File: src/rtl/time_set_controller.sv
// time_set_controller
//   Collects four BCD keypad digits as an HH:MM entry for either the clock
//   time or the alarm. It checks that the entry is a legal time. A legal time
//   entry produces a one-cycle set_time load with new_time. A legal alarm
//   entry is latched into alarm_time. An illegal entry produces a one-cycle
//   error strobe. All outputs are registered.
//
// Ports
//   clk, reset        : single clock; synchronous active-high reset
//   key_valid         : one-cycle strobe qualifying key_digit
//   key_digit [3:0]   : BCD digit from the keypad (values > 9 are discarded)
//   time_btn          : one-cycle press; starts or cancels a time entry
//   alarm_btn         : one-cycle press; starts or cancels an alarm entry
//   set_time          : one-cycle load strobe to the counting logic
//   new_time [15:0]   : BCD HH:MM load value, held until the next time load
//   alarm_time [15:0] : stored BCD alarm value
//   entry_buf [15:0]  : digits entered so far, right-justified
//   entry_active      : high while collecting or validating an entry
//   entry_target      : 0 = time entry, 1 = alarm entry (sticky)
//   error             : one-cycle strobe when a completed entry is rejected
module time_set_controller #(
    parameter int unsigned TIMEOUT_CYCLES = 1000
) (
    input  logic        clk,
    input  logic        reset,
    input  logic        key_valid,
    input  logic [3:0]  key_digit,
    input  logic        time_btn,
    input  logic        alarm_btn,
    output logic        set_time,
    output logic [15:0] new_time,
    output logic [15:0] alarm_time,
    output logic [15:0] entry_buf,
    output logic        entry_active,
    output logic        entry_target,
    output logic        error
);

    typedef enum logic [1:0] {S_IDLE, S_ENTER, S_VALIDATE, S_LOAD} state_t;

    localparam logic [15:0] TMO_LAST = 16'(TIMEOUT_CYCLES - 1);

    state_t      state, state_nx;
    logic [2:0]  digit_cnt, digit_cnt_nx;
    logic [15:0] tmo_cnt, tmo_cnt_nx;

    logic        set_time_nx, error_nx, entry_active_nx, entry_target_nx;
    logic [15:0] new_time_nx, alarm_time_nx, entry_buf_nx;

    logic        cancel, digit_ok, timed_out, entry_legal;
    logic [6:0]  hours, minutes;

    // Two BCD digits to binary; 7 bits suffice because both digits are <= 9.
    function automatic logic [6:0] bcd_pair(input logic [3:0] tens, input logic [3:0] units);
        return 7'(tens) * 7'd10 + 7'(units);
    endfunction

    // Only the button matching the current target cancels an entry.
    assign cancel      = entry_target ? alarm_btn : time_btn;
    assign digit_ok    = key_valid && (key_digit <= 4'd9);
    assign timed_out   = (tmo_cnt == TMO_LAST);
    assign hours       = bcd_pair(entry_buf[15:12], entry_buf[11:8]);
    assign minutes     = bcd_pair(entry_buf[7:4], entry_buf[3:0]);
    assign entry_legal = (hours < 7'd24) && (minutes < 7'd60);

    // State and output registers
    always_ff @(posedge clk) begin
        if (reset) begin
            state        <= S_IDLE;
            digit_cnt    <= '0;
            tmo_cnt      <= '0;
            set_time     <= 1'b0;
            error        <= 1'b0;
            entry_active <= 1'b0;
            entry_target <= 1'b0;
            new_time     <= '0;
            alarm_time   <= '0;
            entry_buf    <= '0;
        end else begin
            state        <= state_nx;
            digit_cnt    <= digit_cnt_nx;
            tmo_cnt      <= tmo_cnt_nx;
            set_time     <= set_time_nx;
            error        <= error_nx;
            entry_active <= entry_active_nx;
            entry_target <= entry_target_nx;
            new_time     <= new_time_nx;
            alarm_time   <= alarm_time_nx;
            entry_buf    <= entry_buf_nx;
        end
    end

    // Next-state logic
    always_comb begin
        state_nx = state;
        case (state)
            S_IDLE: begin
                if (time_btn || alarm_btn) state_nx = S_ENTER;
            end
            S_ENTER: begin
                // Cancel and timeout both take priority over a digit.
                if (cancel || timed_out)                   state_nx = S_IDLE;
                else if (digit_ok && digit_cnt == 3'd3)    state_nx = S_VALIDATE;
            end
            S_VALIDATE: state_nx = entry_legal ? S_LOAD : S_IDLE;
            S_LOAD:     state_nx = S_IDLE;
            default:    state_nx = S_IDLE;
        endcase
    end

    // Next values of the registered outputs and counters
    always_comb begin
        digit_cnt_nx    = digit_cnt;
        tmo_cnt_nx      = tmo_cnt;
        set_time_nx     = 1'b0;
        error_nx        = 1'b0;
        entry_target_nx = entry_target;
        new_time_nx     = new_time;
        alarm_time_nx   = alarm_time;
        entry_buf_nx    = entry_buf;
        entry_active_nx = (state_nx == S_ENTER) || (state_nx == S_VALIDATE);
        case (state)
            S_IDLE: begin
                if (time_btn || alarm_btn) begin
                    // Time entry wins when both buttons arrive together.
                    entry_target_nx = !time_btn;
                    entry_buf_nx    = '0;
                    digit_cnt_nx    = '0;
                    tmo_cnt_nx      = '0;
                end
            end
            S_ENTER: begin
                if (!(cancel || timed_out)) begin
                    if (digit_ok) begin
                        entry_buf_nx = {entry_buf[11:0], key_digit};
                        digit_cnt_nx = digit_cnt + 3'd1;
                        tmo_cnt_nx   = '0;
                    end else begin
                        // Discarded digits do not restart the idle timer.
                        tmo_cnt_nx = tmo_cnt + 16'd1;
                    end
                end
            end
            S_VALIDATE: begin
                // Load registers update here so the value is already stable
                // in the cycle where set_time is high.
                if (entry_legal) begin
                    if (!entry_target) begin
                        set_time_nx = 1'b1;
                        new_time_nx = entry_buf;
                    end else begin
                        alarm_time_nx = entry_buf;
                    end
                end else begin
                    error_nx     = 1'b1;
                    entry_buf_nx = '0;
                end
            end
            default: ;
        endcase
    end

endmodule

File: config.mk
export PLATFORM = sky130hd
export DESIGN_NAME = time_set_controller
export DESIGN_NICKNAME = d
export VERILOG_FILES = /design/src/rtl/time_set_controller.sv
export SDC_FILE = /design/constraint.sdc
export NUM_CORES = 1
export LEC_CHECK = 0
export BUFFER_PORTS_ARGS = -buffer_cell sky130_fd_sc_hd__buf_2
export CAP_MARGIN = 0
export CORE_ASPECT_RATIO = 1.5
export CORE_UTILIZATION = 25
export CTS_CLUSTER_SIZE = 28
export DETAILED_ROUTE_END_ITERATION = 10
export GPL_TIMING_DRIVEN = 0
export SYNTH_ARGS = -nofsm -noshare
export SYNTH_HDL_FRONTEND = slang
export SYNTH_SLANG_ARGS = --single-unit
File: constraint.sdc
create_clock -name clk -period 3.83 [get_ports clk]
set_input_delay 0.9575 -clock clk [delete_from_list [all_inputs] [get_ports clk]]
set_output_delay 0.9575 -clock clk [all_outputs]
set_load 0.1 [all_outputs]
Yosys cells after proc, flatten, opt, wreduce, memory -nomap -nowiden
Index checks and enable logic that the tools add are counted.
{"block": "op_classes", "n_addsub": 4, "mul": 2, "div": 0, "order_cmp": 3, "n_eq_ne": 11, "shift": 0, "mux": 20, "n_bitwise": 3, "reduce_logical": 18}
{"op": "16-bit two-way mux", "n": 6}
{"op": "16-bit one-hot mux with 3 select lines", "n": 1}
{"op": "16-bit one-hot mux with 2 select lines", "n": 1}
{"op": "16-bit by 1-bit adder with 16-bit output (second input constant)", "n": 1}
{"op": "16-bit by 10-bit equality test with 1-bit output (second input constant)", "n": 1}
{"op": "7-bit by 4-bit adder with 7-bit output", "n": 2}
{"op": "4-bit by 3-bit multiplier with 6-bit output (second input constant)", "n": 2}
{"op": "3-bit two-way mux", "n": 3}
{"op": "3-bit AND reduction", "n": 3}
{"op": "2-bit two-way mux", "n": 4}
{"op": "2-bit != test (second input constant)", "n": 4}
{"op": "2-bit one-hot mux with 4 select lines", "n": 1}
{"op": "7-bit by 5-bit less-than comparator with 1-bit output (second input constant)", "n": 1}
{"op": "7-bit by 6-bit less-than comparator with 1-bit output (second input constant)", "n": 1}
{"op": "2-bit equality test (second input constant)", "n": 3}
{"op": "3-bit one-hot mux with 2 select lines", "n": 1}
{"op": "5-bit AND reduction", "n": 1}
{"op": "2-bit by 1-bit equality test with 1-bit output (second input constant)", "n": 2}
{"op": "4-bit <= comparator (second input constant)", "n": 1}
{"op": "4-bit AND reduction", "n": 1}
{"op": "3-bit by 1-bit adder with 3-bit output (second input constant)", "n": 1}
{"op": "3-bit by 2-bit equality test with 1-bit output (second input constant)", "n": 1}
{"op": "1-bit logical AND", "n": 3}
{"op": "1-bit logical OR", "n": 3}
{"op": "9 further kinds", "n": 13}
{"block": "word_totals", "ff_bits": 73, "latch_bits": 0, "ram_bits": 0, "rom_bits": 0, "n_memories": 0}

Depth between registers and ports, before layout
Gate-level depths: netlist of the first run.
{"block": "depth", "ltp_word": 8, "ltp_mapped": 12, "depth_no_buf": 10}

Least setup slack after synthesis of the first run
Ideal clock, no wire load.
{"block": "synth_path", "path_type": "register -> register", "from": "reg entry_buf[7]", "to": "reg alarm_time[4]", "t_arrival_ns": 3.504, "required_time_ns": 3.755, "slack_ns": 0.251, "path_stages_with_launch": 13, "n_path_buf": 2, "synth_period_minus_slack_ns": 3.579, "cell_sequence": "dfxtp_1 -> ha_1 -> ha_1 -> inv_1 -> fa_1 -> nand2b_1 -> a21oi_1 -> xnor2_1 -> a2111oi_4 -> and3_1 -> buf_4 -> buf_8 -> mux2i_1"}
{"block": "synth_between", "elab_chain_len": 5}
{"element": "start, declared", "line": "33", "source": "output logic [15:0] entry_buf,"}
{"element": "start signal, assigned", "line": "89", "source": "entry_buf <= entry_buf_nx;"}
{"element": "4-bit by 3-bit multiplier with 6-bit output", "line": "55", "source": "return 7'(tens) * 7'd10 + 7'(units);"}
{"element": "7-bit by 4-bit adder with 7-bit output", "line": "55"}
{"element": "7-bit by 6-bit less-than comparator with 1-bit output", "line": "64", "source": "assign entry_legal = (hours < 7'd24) && (minutes < 7'd60);"}
{"element": "1-bit logical AND", "line": "64"}
{"element": "3-bit AND reduction (no source line)"}
{"element": "end signal, assigned", "line": "88", "source": "alarm_time <= alarm_time_nx;"}
{"element": "end, declared", "line": "32", "source": "output logic [15:0] alarm_time,"}
Every way passes these cells.
A chain may end at the register's enable or synchronous reset.

Worst setup path in the final report of the first run
{"block": "layout_path", "from": "reg entry_buf[5]", "to": "reg alarm_time[12]"}
The elaborated chain is that of the path after synthesis.

==> key figures, run 1 <==
STA
  • Slew HR: 0.6127
  • Minimum clock period: about 3.2 ns
  • Period utilisation layout: 0.8275
  • Final Hold Vio Count: 0
  • Unrepaired setup endpoints after global routing: no
  • Final setup TNS: 0 ns
  • Max-slew violations: 0
  • Final setup viols: 0
  • Worst hold slack: 0.4676 ns
  • Fin worst setup slack: between 0.6 and 0.7 ns
  • Worst-Margin Slew: ~0.58 ns
  • Fmax: around 320 MHz
  • Clock Skews: just over 0.009 ns

Clock tree
  • CTS tree: built
  • Clock sink count: 73
  • Cts repair resizes: 0
  • Worst-skew pair later-pin latency: 0.34 ns
  • Root buf cell: clkbuf_16
  • H-tree depth: 3
  • Hold buffer count at cts: 0
  • Max clock buf depth: 2
  • Total CTS buffers: 9
  • Post-CTS Setup Bufs: 0
  • Clock Pin Slew Worst Setup and Hold Paths: ~0.060 ns

Die
  • Die H: around 150 microns
  • I/O pin total: slightly above 60
  • Die area: between 0.01 and 0.015 sq mm
  • Starting Density: 0.2565
  • Row count: 53
  • Core area: about 0.014 sq mm
  • Die Span X: between 90 and 100 microns

Routing
  • Vias/cell: about 4.4
  • Met3 Routed Length: ~330 microns
  • Total wire length: slightly above 9000 microns
  • Antenna Nets Post-Route: 0
  • # DRC: 0
  • Metal2 WL: between 5000 and 6000 microns
  • Highest Signal Layer: met4
  • DRT iter0 DRCs: 91
  • DRT met1 WL: roughly 3800 microns
  • Routed wire per std cell: 14.45 microns
  • Vias: around 2,900
  • First drt pass iteration count: 4

Setup path
  • Critical path's slowest cell: a2111oi_4
  • Worst Path Required: about 4.1 ns
  • Worst r2r dst: alarm_time[12]
  • Max incr delay on CP: between 0.4 and 0.5 ns
  • CP most frequent cell: ha_1
  • Reg2Reg Depth: 12
  • RR Startpoint: entry_buf[5]
  • Worst Setup Path Type: reg -> reg
  • R2R setup slack: about 0.66 ns
  • Critical Path End Type: flip-flop
  • Worst path cell trace: ha_1 -> ha_1 -> inv_1 -> fa_1 -> nand2b_1 -> a21oi_1 -> xnor2_1 -> a2111oi_4 -> and3_1 -> buf_4 -> buf_8 -> mux2i_1
  • Crit path arrival time: 3.43 ns
  • Crit start category: flip-flop
  • Crit path capture: alarm_time[12]
  • Worst setup path start: entry_buf[5]
  • Crit-path max FO: 10

Power and ir drop
  • Cell leakage power: approximately 0.0019 uW
  • Power per cell area: 411.6 mW/mm^2
  • Worst vdd ir: around 0.00024 V
  • Overall power: around 1800 uW

Layout
  • P&R area growth vs syn: 23.85%
  • Share of post-route cells with drive strength above 1: 0.2080
  • N_diodes: 0
  • Number of nets in the layout: roughly 470
  • # fillers: around 1,500

Placement
  • Post-DP HPWL: just over 7000 microns
  • Routability Congestion: about 0.85
  • Input/output buffers: between 50 and 60
  • Dpl ws: 0.6194 ns

Global route
  • Overall Global Routing Usage: 0.1322
  • Global-route wire length before repair: between 15,000 and 20,000 microns
  • Initial antenna violation count: 0
  • Largest net degree at the start of global routing: 14
  • Grt total ovfl: 0
  • Vias in the first global route: slightly below 3,000

Logic synthesis
  • Post-Syn Area: between 0.003 and 0.004 sq mm
  • Primary FF master, synth: dfxtp_1
  • Synth Warn #: 0
  • Post-synth EDFFs: 0
  • Flops & latches, synth: between 70 and 80
  • Post-Syn Nets: 402
  • Post-synth cell types: 44
  • Sequential fraction of the synthesis area: 0.4073
  • Post-synthesis cell count: around 380
  • Syn avg cell area: ~9.5 sq um
  • Post-synth ARST share: 0

Job
  • Max-cap violations: 0

Hold path
  • Hold WC Path Type: reg -> reg

Run status
  • Status: finished, final reports clean
-- power by group --
group | switching (uW) | internal [uW] | leakage (uW)
Sequential | 8.59 | 767 | 0.000589
Combinational | 102 | 40.9 | 0.00116
Clock | 338 | 573 | 0.000145
-- Yosys cell counts (3+ instances only) --
library cell   n  share of area
nor2b_1        3         0.0052
inv_1         11          0.012
xor2_1        17          0.041
nand3_1        8          0.011
a21oi_1        7         0.0098
ha_1          13          0.045
xnor2_1        3         0.0073
nand2_1       14          0.015
mux2_2         4          0.013
nand2b_1      52          0.091
fa_1           3          0.017
nand3b_1       4         0.0084
or2_2          6          0.010
and3_1         9          0.016
dfxtp_1       73           0.41
clkbuf_1      14          0.015
nor2_1        33          0.035
or3_1          3         0.0052
mux2i_1       40           0.11
o211ai_1       6          0.013
nand4_1       11          0.019
o21ai_0       14          0.020
-- kinds of logic after synthesis --
logic type | Yosys count | synth area share
xor+xnor | 20 | 0.04882
buf+inv | 30 | 0.03661
simple gates | 156 | 0.2448
compound gates | 38 | 0.07636
fa+ha+maj | 16 | 0.06207
flops | 73 | 0.4073
mux | 44 | 0.1241
-- registers in the layout, indices dropped and copies added, names as in the netlist --
name          flops
tmo_cnt          16
digit_cnt         3
alarm_time       16
entry_buf        16
new_time         16
state             2
set_time          1
error             1
entry_active      1
entry_target      1
-- routing by layer --
layer | vias up | GRT usage
met3 | 14 | 0.02999
met5 | - | 0
met4 | 0 | 0.04779
li1 | 1437 | -
met1 | 1366 | 0.1453
met2 | 45 | 0.2445
-- worst max-delay path: cells and delay by family (launching register included) --
kind / cells / cell delay, ns
AND/OR/NAND/NOR: 2 / 0.42
flip-flops: 1 / 0.42
multiplexers: 1 / 0.21
XOR/XNOR: 1 / 0.12
AO/OA/AOI/OAI: 2 / 0.62
buffers and inverters: 3 / 0.39
adder cells (fa/ha/maj): 3 / 0.92
-- placed cells by master (no fill, tap or decap), types with 13 or more instances in the layout --
| master | n |
|---|---|
| mux2i_1 | 40 |
| dfxtp_1 | 73 |
| buf_2 | 59 |
| clkbuf_1 | 15 |
| nor2_1 | 33 |
| nand2b_1 | 52 |
| nand2_1 | 14 |
| ha_1 | 13 |
| xor2_1 | 17 |
| o21ai_0 | 14 |
-- how the worst min path moves through the flow --
stage / start / to / slack [ns] / cells past startpoint
floorplan: digit_cnt[2] / digit_cnt[2] / 0.43 / 2
global placement: digit_cnt[1] / digit_cnt[1] / 0.44 / 2
detailed placement: digit_cnt[2] / digit_cnt[2] / 0.46 / 2
CTS: digit_cnt[2] / digit_cnt[2] / 0.47 / 2
global route: digit_cnt[1] / digit_cnt[1] / 0.49 / 2
finish: digit_cnt[2] / digit_cnt[2] / 0.47 / 2
-- layout make-up --
type | count | area [sq um] | area share
Timing Repair Buffer | 59 | 295.3 | 0.06644
Sequential cell | 73 | 1461 | 0.3288
Tap cell | 192 | 240.2 | 0.05405
Clock inverter | 6 | 91.34 | 0.02055
Buffer | 19 | 90.09 | 0.02027
Inverter | 11 | 41.29 | 0.009291
Clock buffer | 10 | 229.0 | 0.05152
Multi-Input combinational cell | 274 | 1996 | 0.4490
-- metrics by stage --
stage / instances / utilization / area, sq um
floorplan: 377 / - / 3588
global placement: 628 / 0.2947 / 4124
detailed placement: 628 / 0.2947 / 4124
CTS: 644 / 0.3176 / 4444
global route: 644 / 0.3176 / 4444
finish: 644 / 0.3176 / 4444
Note: power is estimated with default switching activity, not from simulation.
==> run 2, diff against run 1 <==
Clock period 3.83 ns to 2.9 ns, I/O delays scaled along.
==> key figures, run 2 (synthesis gave the netlist of run 1 again) <==
Run status
  • Status: finished, final reports clean (unchanged)

STA
  • Fin worst setup slack: 0.1036 ns (was 0.6607 ns)
  • Final Hold Vio Count: 0 (unchanged)
  • Clock Skews: 0.005698 ns (was 0.009340 ns)
  • Minimum clock period: 2.796 ns (was 3.169 ns)
  • Final setup viols: 0 (unchanged)
  • Slew HR: 0.6348 (was 0.6127)
  • Period utilisation layout: 0.9643 (was 0.8275)
  • Max-slew violations: 0 (unchanged)
  • Worst-Margin Slew: 0.5478 ns (was 0.5809 ns)
  • Fmax: 357.6 MHz (was 315.5 MHz)
  • Unrepaired setup endpoints after global routing: yes (was no)

Setup path
  • Max incr delay on CP: 0.41 ns (was 0.47 ns)
  • Critical Path End Type: flip-flop (unchanged)
  • CP top delay family: compound AO/OA/AOI/OAI gates (was adder cells)
  • Critical path's slowest cell: a2111oi_4 (unchanged)
  • Crit path arrival time: 3.05 ns (was 3.43 ns)
  • Worst path cell trace: ha_1 -> ha_1 -> nand4_2 -> a21o_1 -> a2111oi_4 -> a2111oi_4 -> buf_4 -> nand3b_2 -> buf_8 -> mux2i_1 (was ha_1 -> ha_1 -> inv_1 -> fa_1 -> nand2b_1 -> a21oi_1 -> xnor2_1 -> a2111oi_4 -> and3_1 -> buf_4 -> buf_8 -> mux2i_1)
  • WP buf/inv: 2 (was 3)
  • Worst Path Required: 3.16 ns (was 4.09 ns)
  • Crit-path max FO: 10 (unchanged)
  • Worst Setup Path Type: reg -> reg (unchanged)
  • Crit start category: flip-flop (unchanged)

Hold path
  • Hold WC Path Type: reg -> reg (unchanged)

Global route
  • Vias in the first global route: 2,896 (was 2,946)
  • Initial antenna violation count: 0 (unchanged)
  • Global-route wire length before repair: 14,760 microns (was 15,080 microns)
  • GR met1 Demand/Resource: 0.1409 (was 0.1453)
  • Largest net degree at the start of global routing: 19 (was 14)
  • Met3 Usage GRT: 0.03749 (was 0.02999)
  • Grt total ovfl: 0 (unchanged)
  • Overall Global Routing Usage: 0.1306 (was 0.1322)
  • Most Crowded Layer GR: met2 (unchanged)
  • M2 GR Usage: 0.2403 (was 0.2445)

Layout
  • Leading cell type in the layout, fill and taps excluded: dfxtp_1 (unchanged)
  • Commonest cells after routing, fill and taps aside: dfxtp_1 (62), buf_2 (59), nand2b_1 (51) (was dfxtp_1 (73), buf_2 (59), nand2b_1 (52))
  • N_diodes: 0 (unchanged)
  • Number of nets in the layout: 476 (was 472)
  • Share of post-route cells with drive strength above 1: 0.2588 (was 0.2080)
  • Final Cell Area: 0.004581 sq mm (was 0.004444 sq mm)
  • Util after Layout: 0.3274 (was 0.3176)
  • P&R area growth vs syn: 27.65% (was 23.85%)

Routing
  • Antenna Nets Post-Route: 0 (unchanged)
  • Vias/cell: 4.435 (was 4.444)
  • DRT iter0 DRCs: 91 (unchanged)
  • First drt pass iteration count: 4 (unchanged)
  • # DRC: 0 (unchanged)
  • Vias: 2,874 (was 2,862)
  • Total wire length: 9358 microns (was 9306 microns)
  • Routed wire per std cell: 14.44 microns (was 14.45 microns)

Clock tree
  • Clock Pin Slew Worst Setup and Hold Paths: 0.06 ns (about the same)
  • H-tree depth: 3 (unchanged)
  • CTS tree: built (unchanged)
  • Max clock buf depth: 2 (unchanged)
  • Total CTS buffers: 9 (unchanged)
  • Clock sink count: 73 (unchanged)
  • Root buf cell: clkbuf_16 (unchanged)
  • Worst-skew pair later-pin latency: 0.33 ns (was 0.34 ns)

Placement
  • Routability Congestion: 0.7852 (was 0.8505)
  • Input/output buffers: 59 (unchanged)
  • Area post-placement: 0.004215 sq mm (was 0.004124 sq mm)
  • Dpl ws: -0.1275 ns (was 0.6194 ns)
  • Post-DP HPWL: 7213 microns (was 7247 microns)

Power and ir drop
  • Cell leakage power: 0.001942 uW (was 0.001894 uW)
  • Overall power: 2314 uW (was 1829 uW)
  • Worst vdd ir: 0.0002719 V (was 0.0002443 V)
  • Power per cell area: 505.1 mW/mm^2 (was 411.6 mW/mm^2)

Die
  • Core area: 0.01399 sq mm (unchanged)
  • Die H: 148.7 microns (unchanged)
  • Row count: 53 (unchanged)
  • Starting Density: 0.2565 (unchanged)
  • Die area: 0.01485 sq mm (unchanged)
  • Die Span X: 99.82 microns (unchanged)
  • I/O pin total: 61 (unchanged)

Job
  • Max-cap violations: 0 (unchanged)
[run 2: cell count changes in the layout (fill, tap and decap cells not counted), sizes merged]
cell      change
buf           +4
bufinv        -1
clkinv        +2
clkinvlp      -3
inv           +2
[run 2: final timing paths]
kind,start,to,slack (ns),cells past startpoint
min reg2reg,digit_cnt[2],digit_cnt[2],0.45,2
min,digit_cnt[2],digit_cnt[2],0.45,2
max reg2reg,entry_buf[4],new_time[5],0.10,10
max,entry_buf[4],new_time[5],0.10,10
[run 2: repair_timing]
action | 4_1_cts | 5_1_grt
hold buffers | 0 | 0
endpoints found under the setup margin | 32 | 24
gates cloned | 0 | 1
pin swaps | 2 | 3
endpoints found under the hold margin | 0 | 0
setup buffers | 4 | 1
gates resized for setup | 2 | 3
[run 2: stage by stage]
step / hold WS [ns] / instances / setup TNS (ns)
global route: 0.4660 / 648 / -0.05888
finish: 0.4513 / 648 / 0
detailed placement: 0.4432 / 628 / -2.249
floorplan: 0.4319 / 377 / 0
global placement: 0.4462 / 628 / -0.6420
CTS: 0.4513 / 647 / 0
[run 2: power breakdown]
| group | internal, uW | switching [uW] | total, uW |
|---|---|---|---|
| Clock | 670 | 438 | 1110 |
| Combinational | 54.8 | 132 | 187 |
| Sequential | 1010 | 11.9 | 1020 |
[run 2: per-layer routing]
metal	part of all wire	vias up	routed length (microns)
li1	-	1444	-
met4	0.013	0	117
met3	0.045	8	420
met1	0.40	1378	3767
met5	0	-	0
met2	0.54	44	5053
[run 2: cell type report]
| cell class | count | area [sq um] |
|---|---|---|
| tap | 192 | 240.2 |
| sequential | 73 | 1495 |
| clock inverter | 6 | 65.06 |
| inverter | 11 | 41.29 |
| fill | 1450 | 9412 |
| multi-input combinational | 274 | 2061 |
| buffer | 17 | 91.34 |
| timing repair buffer | 65 | 357.8 |
| clock buffer | 10 | 229.0 |
[run 2: tightest hold or removal path, cell delays in order (launching register included)]
cell     delay [ns]
dfxtp_1        0.31
nand2_1        0.05
a21oi_1        0.05
